<file path="src/rtl/mips_ctrl_pkg.sv">
// rtl/mips_ctrl_pkg.sv - shared types and constants for the MIPS run sequencer
package mips_ctrl_pkg;

    typedef enum logic [2:0] {
        IDLE,
        LOAD,
        INIT,
        RUN,
        DRAIN,
        DUMP,
        DONE,
        ERR
    } run_state_t;

    typedef enum logic [1:0] {
        D_IDLE,
        D_READ,
        D_CAPT,
        D_HOLD
    } dump_state_t;

    localparam logic [1:0] ERR_NONE = 2'd0;
    localparam logic [1:0] ERR_WDOG = 2'd1;
    localparam logic [1:0] ERR_OVF  = 2'd2;

    // Opcode field of the halt instruction (bits 31:26)
    localparam logic [5:0] HLT = 6'h3f;

endpackage

</file>
<file path="src/rtl/mips_dump_fsm.sv">
// rtl/mips_dump_fsm.sv - register-file readout with a held valid/ready output stage
module mips_dump_fsm
    import mips_ctrl_pkg::*;
#(
    parameter int NUM_DUMP = 6
) (
    input  logic        clk1,
    input  logic        rst_n,
    input  logic        start,
    input  logic [31:0] reg_rdata,
    input  logic        dump_ready,
    output logic [4:0]  reg_raddr,
    output logic        dump_valid,
    output logic [4:0]  dump_idx,
    output logic [31:0] dump_data,
    output logic        finish
);

    localparam logic [4:0] LAST_IDX = 5'(NUM_DUMP - 1);

    dump_state_t dstate;

    // Final handshake of the last register ends the dump
    assign finish = (dstate == D_HOLD) && dump_ready && (dump_idx == LAST_IDX);

    // Address, wait one cycle for the synchronous register read, capture, then hold until accepted
    always_ff @(posedge clk1) begin
        if (!rst_n) begin
            dstate     <= D_IDLE;
            reg_raddr  <= '0;
            dump_valid <= 1'b0;
            dump_idx   <= '0;
            dump_data  <= '0;
        end else begin
            case (dstate)
                D_IDLE: begin
                    if (start) begin
                        reg_raddr <= '0;
                        dstate    <= D_READ;
                    end
                end
                D_READ: dstate <= D_CAPT;
                D_CAPT: begin
                    dump_data  <= reg_rdata;
                    dump_idx   <= reg_raddr;
                    dump_valid <= 1'b1;
                    dstate     <= D_HOLD;
                end
                D_HOLD: begin
                    if (dump_ready) begin
                        dump_valid <= 1'b0;
                        if (dump_idx == LAST_IDX) begin
                            reg_raddr <= '0;
                            dstate    <= D_IDLE;
                        end else begin
                            reg_raddr <= reg_raddr + 1'b1;
                            dstate    <= D_READ;
                        end
                    end
                end
                default: dstate <= D_IDLE;
            endcase
        end
    end

endmodule

</file>
<file path="src/rtl/mips_run_ctrl.sv">
// rtl/mips_run_ctrl.sv - load, run-under-watchdog and register-dump sequencer for the MIPS32 core
module mips_run_ctrl
    import mips_ctrl_pkg::*;
#(
    parameter int ADDR_W    = 10,
    parameter int NUM_DUMP  = 6,
    parameter int WDOG_CYC  = 1024,
    parameter int DRAIN_CYC = 2
) (
    input  logic              clk1,
    input  logic              rst_n,
    input  logic              start,
    input  logic              ld_valid,
    output logic              ld_ready,
    input  logic [31:0]       ld_data,
    input  logic              ld_last,
    output logic              mem_we,
    output logic [ADDR_W-1:0] mem_addr,
    output logic [31:0]       mem_wdata,
    output logic              cpu_init,
    output logic              cpu_run,
    input  logic              cpu_halted,
    output logic [4:0]        reg_raddr,
    input  logic [31:0]       reg_rdata,
    output logic              dump_valid,
    input  logic              dump_ready,
    output logic [4:0]        dump_idx,
    output logic [31:0]       dump_data,
    output logic              busy,
    output logic              done,
    output logic [1:0]        err
);

    localparam int              CYC_W      = $clog2(WDOG_CYC + 1);
    localparam logic [CYC_W-1:0] WDOG_LAST = CYC_W'(WDOG_CYC - 1);
    localparam logic [3:0]      DRAIN_LAST = 4'((DRAIN_CYC > 0) ? (DRAIN_CYC - 1) : 0);

    run_state_t        state;
    logic [ADDR_W-1:0] cnt;
    logic [CYC_W-1:0]  cyc;
    logic [3:0]        dcnt;
    logic              handshake;
    logic              dump_finish;

    // Program words go straight to memory on the accepting cycle
    assign handshake = ld_valid && ld_ready;
    assign mem_we    = handshake;
    assign mem_addr  = cnt;
    assign mem_wdata = handshake ? ld_data : '0;

    mips_dump_fsm #(
        .NUM_DUMP(NUM_DUMP)
    ) u_dump (
        .clk1      (clk1),
        .rst_n     (rst_n),
        .start     (state == DUMP),
        .reg_rdata (reg_rdata),
        .dump_ready(dump_ready),
        .reg_raddr (reg_raddr),
        .dump_valid(dump_valid),
        .dump_idx  (dump_idx),
        .dump_data (dump_data),
        .finish    (dump_finish)
    );

    // Session sequencer; every control output is registered alongside the state
    always_ff @(posedge clk1) begin
        if (!rst_n) begin
            state    <= IDLE;
            cnt      <= '0;
            cyc      <= '0;
            dcnt     <= '0;
            ld_ready <= 1'b0;
            cpu_init <= 1'b0;
            cpu_run  <= 1'b0;
            busy     <= 1'b0;
            done     <= 1'b0;
            err      <= ERR_NONE;
        end else begin
            cpu_init <= 1'b0;
            case (state)
                IDLE, DONE, ERR: begin
                    if (start) begin
                        state    <= LOAD;
                        cnt      <= '0;
                        ld_ready <= 1'b1;
                        busy     <= 1'b1;
                        done     <= 1'b0;
                        err      <= ERR_NONE;
                    end
                end
                LOAD: begin
                    if (handshake) begin
                        if (ld_last) begin
                            state    <= INIT;
                            ld_ready <= 1'b0;
                            cpu_init <= 1'b1;
                        end else if (cnt == {ADDR_W{1'b1}}) begin
                            state    <= ERR;
                            ld_ready <= 1'b0;
                            busy     <= 1'b0;
                            err      <= ERR_OVF;
                        end
                        if (cnt != {ADDR_W{1'b1}}) begin
                            cnt <= cnt + 1'b1;
                        end
                    end
                end
                INIT: begin
                    state   <= RUN;
                    cyc     <= '0;
                    cpu_run <= 1'b1;
                end
                RUN: begin
                    cyc <= cyc + 1'b1;
                    if (cpu_halted) begin
                        dcnt <= '0;
                        if (DRAIN_CYC == 0) begin
                            state   <= DUMP;
                            cpu_run <= 1'b0;
                        end else begin
                            state <= DRAIN;
                        end
                    end else if (cyc == WDOG_LAST) begin
                        state   <= ERR;
                        cpu_run <= 1'b0;
                        busy    <= 1'b0;
                        err     <= ERR_WDOG;
                    end
                end
                DRAIN: begin
                    dcnt <= dcnt + 1'b1;
                    if (dcnt == DRAIN_LAST) begin
                        state   <= DUMP;
                        cpu_run <= 1'b0;
                    end
                end
                DUMP: begin
                    if (dump_finish) begin
                        state <= DONE;
                        busy  <= 1'b0;
                        done  <= 1'b1;
                    end
                end
                default: state <= IDLE;
            endcase
        end
    end

endmodule
</file>
<file path="config.mk">
export PLATFORM = sky130hd
export DESIGN_NAME = mips_run_ctrl
export DESIGN_NICKNAME = d
export VERILOG_FILES = /design/src/rtl/mips_ctrl_pkg.sv /design/src/rtl/mips_dump_fsm.sv /design/src/rtl/mips_run_ctrl.sv
export SDC_FILE = /design/constraint.sdc
export NUM_CORES = 1
export LEC_CHECK = 0
export ABC_AREA = 0
export ABC_CLOCK_PERIOD_IN_PS = 1650
export CAP_MARGIN = 0
export CELL_PAD_IN_SITES_DETAIL_PLACEMENT = 1
export CELL_PAD_IN_SITES_GLOBAL_PLACEMENT = 1
export CORE_ASPECT_RATIO = 1.4
export CORE_MARGIN = 1
export CORE_UTILIZATION = 26
export CTS_BUF_LIST = sky130_fd_sc_hd__clkbuf_8 sky130_fd_sc_hd__clkbuf_16
export DETAILED_ROUTE_END_ITERATION = 10
export PLACE_DENSITY = 0.69
export RECOVER_POWER = 50
export SLEW_MARGIN = 30
export SYNTH_ARGS = -nofsm -noshare
export SYNTH_HDL_FRONTEND = slang
export SYNTH_SLANG_ARGS = --single-unit
</file>
<file path="constraint.sdc">
create_clock -name clk1 -period 1.65 [get_ports clk1]
set_input_delay 0.33 -clock clk1 [delete_from_list [all_inputs] [get_ports clk1]]
set_output_delay 0.33 -clock clk1 [all_outputs]
set_load 0.005 [all_outputs]
</file>
==> results by group <==
Clock network
  • CTS root buffer: clkbuf_16
  • Max Buffers Root-to-Sink: 2
  • Clock latency at the later pin of the worst-skew pair: 0.34 ns
  • H-tree Lvls: 3
  • Num CTS Buffers: 9
  • Hold_buf cts: 0
  • TritonCTS clock tree: yes
  • Clock sink total: 80
  • Worst-path clk slew: 0.06 ns

STA
  • Slew headroom: 74.54%
  • Worst setup margin: -0.01227 ns
  • # setup viols final: 1
  • Hold Violations, Final: 0
  • Hold slack: 0.4613 ns
  • Setup TNS Final: -0.01227 ns
  • Post-route minimum period: 1.662 ns
  • Slew of the pin with the lowest slew margin: 0.3807 ns
  • Fin crit share: 100.7%
  • RSZ-0062 raised after global routing: true
  • Fin. max-slew vios: 0
  • Max frequency: 601.6 MHz
  • Setup Skew: 0.007099 ns

Final layout
  • Ratio of cells with drive above 1 in the final layout: 22.22%
  • Final #Nets: 750
  • # diodes: 0
  • Area Growth Syn to Fin: 74.34%
  • Layout Cells excl Fill: 864

Synthesis
  • Number of flops mapped to enable cells by yosys: 0
  • Syn Inst Count: 448
  • Netlist cell types: 59
  • Asr flop ratio synth: 0%
  • Yosys reg bits: 80
  • Seq/Total Area, Yosys: 41.10%
  • Warnings, synthesis: 0
  • Synth Net Count: 528
  • Synth Cell Area: 0.003896 mm^2
  • Avg Cell Area, Syn: 8.697 um^2
  • Main synth FF type: dfxtp_1

Route
  • Via count: 4221
  • DRC: 0
  • Wire per inst: 16.04 um
  • Vias per Instance: 4.885
  • DRT iter0 DRCs: 154
  • Antenna-violating nets left: 0
  • Final wirelength: 13.86 mm
  • Pre-antenna DRT Iters: 4

Worst setup path
  • CP endpoint kind: flip-flop
  • Depth of the most critical reg-to-reg path: 6
  • Start of the worst register-to-register path: ld_ready$_SDFFE_PN0P_
  • Crit path max fanout: 5
  • WP data required: 1.92 ns
  • WS Path Type: in -> reg
  • R2r setup slk: 0.03 ns
  • CP Cell Sequence: clkdlybuf4s50_1 -> nor2b_1 -> o21ai_1 -> a22o_4 -> or3_1 -> a21oi_1
  • RR Endpoint: mem_addr[4]$_SDFFE_PN0P_
  • Delay of the slowest critical-path stage: 0.53 ns
  • Critical Path Start Type: input port
  • CP max stage cell: clkdlybuf4s50_1
  • CP arrival: 1.93 ns

Global route
  • Vias in the first global route: 4554
  • Initial antenna violation count: 0
  • GRT Util Overall: 17.93%
  • Overflow after GRT: 0
  • Pin count of the biggest net entering global routing: 32
  • First-pass GRT wire length: 22.20 mm

Placement
  • # placed instances: 839
  • Port-buffer cells: 163
  • Post-DP HPWL: 10.33 mm
  • GPL Wtd Cong: 0.7985

Floorplan
  • Starting Density: 26.73%
  • IO Pins: 164
  • Core area: 0.01457 mm^2
  • Die area: 0.01549 mm^2
  • Chip width: 105.5 um
  • FP Rows: 52
  • Die Span Y: 146.8 um

Run status
  • Failing checks: negative setup slack
  • Status: finished with violations

Hold path
  • Hold path endpoint: err[0]$_SDFFE_PN0P_
  • Hold_sp: err[0]$_SDFFE_PN0P_
  • Hold Path Class: reg -> reg
  • Hold path cells: 2

Run
  • Max cap viols: 0

Power
  • Maximum vdd drop: 0.5864 mV
  • Static leakage power: 2.879 nW
  • Power Dens Cells: 986.1 mW/mm^2
  • Total Power: 0.006699 W
[flip-flops by register name (all words and copies together) (netlist names), 2 cells and up]
name              count
cyc                  11
dcnt                  4
u_dump.dstate         2
u_dump.dump_idx       5
mem_addr             10
err                   2
state                 3
u_dump.reg_raddr      5
u_dump.dump_data     32
[how the worst max path moves through the flow]
| stage | slack [ns] | start | to |
|---|---|---|---|
| floorplan | 0.05 | u_dump.dstate[1]$_SDFFE_PN0P_ | state[1]$_SDFFE_PN0P_ |
| global placement | -0.45 | ld_valid | mem_addr[4]$_SDFFE_PN0P_ |
| detailed placement | -0.51 | ld_valid | state[1]$_SDFFE_PN0P_ |
| CTS | -0.005 | ld_ready$_SDFFE_PN0P_ | mem_wdata[0] |
| finish | -0.01 | start | mem_addr[4]$_SDFFE_PN0P_ |
| global route | -0.06 | start | mem_addr[4]$_SDFFE_PN0P_ |
[worst max-delay path, delay by kind of cell]
family	cells	cell delay [ns]
AO/OA/AOI/OAI	3	0.57
buffers and inverters	1	0.53
AND/OR/NAND/NOR	2	0.49
[Yosys cell counts (all sizes together) (2+ instances only)]
library cell / n / share of area [%]
clkbuf: 17 / 1.7
o21a: 5 / 0.96
ha: 9 / 2.9
nand4: 6 / 1.1
nor4: 2 / 1.1
nand2: 27 / 2.6
inv: 8 / 0.77
xor2: 3 / 0.67
a21oi: 32 / 4.2
nor3b: 2 / 0.51
a211oi: 5 / 1.1
a221oi: 2 / 0.45
xnor2: 2 / 0.45
and2: 2 / 0.32
nand2b: 2 / 0.32
o21ai: 17 / 2.2
dfxtp: 80 / 41
a21o: 3 / 0.58
nand3: 18 / 2.6
nor2b: 7 / 1.1
a31oi: 2 / 0.48
buf: 9 / 1.6
or2: 3 / 0.48
and3: 38 / 6.1
or3: 3 / 0.48
o221a: 2 / 0.58
o31ai: 2 / 0.39
nor3: 17 / 2.6
nor2: 70 / 6.8
mux2i: 38 / 9.8
[routing by layer]
layer / up-vias / share of wire, % / global-route usage [%]
met5: - / 0 / 0
met4: 0 / 2.1 / 7.042
met3: 21 / 6.9 / 4.791
met2: 149 / 55 / 35.30
met1: 2015 / 36 / 17.33
li1: 2036 / - / -
[through the flow]
| stage | utilization, % | instance area [um^2] | worst slack [ns] |
|---|---|---|---|
| after floorplan | - | 3896 | 0.05158 |
| after global placement | 42.70 | 6223 | -0.4527 |
| after detailed placement | 42.70 | 6223 | -0.5077 |
| after CTS | 45.75 | 6668 | -0.004558 |
| after global routing | 46.61 | 6793 | -0.06193 |
| final | 46.61 | 6793 | -0.01227 |
[power breakdown]
group	leakage, nW	switching, W	internal (W)	total (W)
Clock	0.167	0.000800	0.00147	0.00227
Sequential	0.655	0.000140	0.00207	0.00221
Combinational	2.06	0.00103	0.00119	0.00222
Total	2.88	0.00197	0.00473	0.00670
[cell families after synthesis]
kind of cell	synth area share [%]
simple gates	27.84
flops	41.10
compound gates	13.13
mux	9.762
buf+inv	4.143
fa+ha+maj	2.890
xor+xnor	1.124
[final cells by class]
| cell class | instances | area (um^2) |
|---|---|---|
| fillers | 1702 | 7781 |
| repair buffers | 237 | 2298 |
| multi-input cells | 334 | 2260 |
| flip-flops and latches | 80 | 1632 |
| well taps | 189 | 236.5 |
| clock buffers | 9 | 225.2 |
| clock inverters | 7 | 111.4 |
| inverters | 8 | 30.03 |
[placed cells by master (no fill, tap or decap), drive strengths merged, types with 2 or more instances in the layout]
cell,Yosys,final
or3,3,3
and2,2,2
nor3b,2,2
clkinv,0,2
a221oi,2,2
o21ai,17,17
o221a,2,2
a21oi,32,32
nand2,27,27
ha,9,9
dfxtp,80,80
o31ai,2,2
nor2b,7,7
mux2i,38,38
a21o,3,3
nor3,17,17
inv,8,9
xor2,3,3
or2,3,3
nor2,70,70
clkbuf,17,14
buf,9,72
o21a,5,5
and3,38,38
nand3,18,18
nor4,2,2
a211oi,5,5
dlymetal6s2s,0,3
a31oi,2,2
clkdlybuf4s15,0,2
nand4,6,6
dlygate4sd2,0,31
bufinv,0,3
clkdlybuf4s50,0,123
xnor2,2,2
nand2b,2,2
[what timing repair did]
action | 4_1_cts | 5_1_grt
cloned | 2 | 0
resized for setup | 66 | 38
pin swaps | 0 | 5
setup buffers | 4 | 3
setup endpoints to repair | 57 | 38
(Power assumes the default switching activity.)
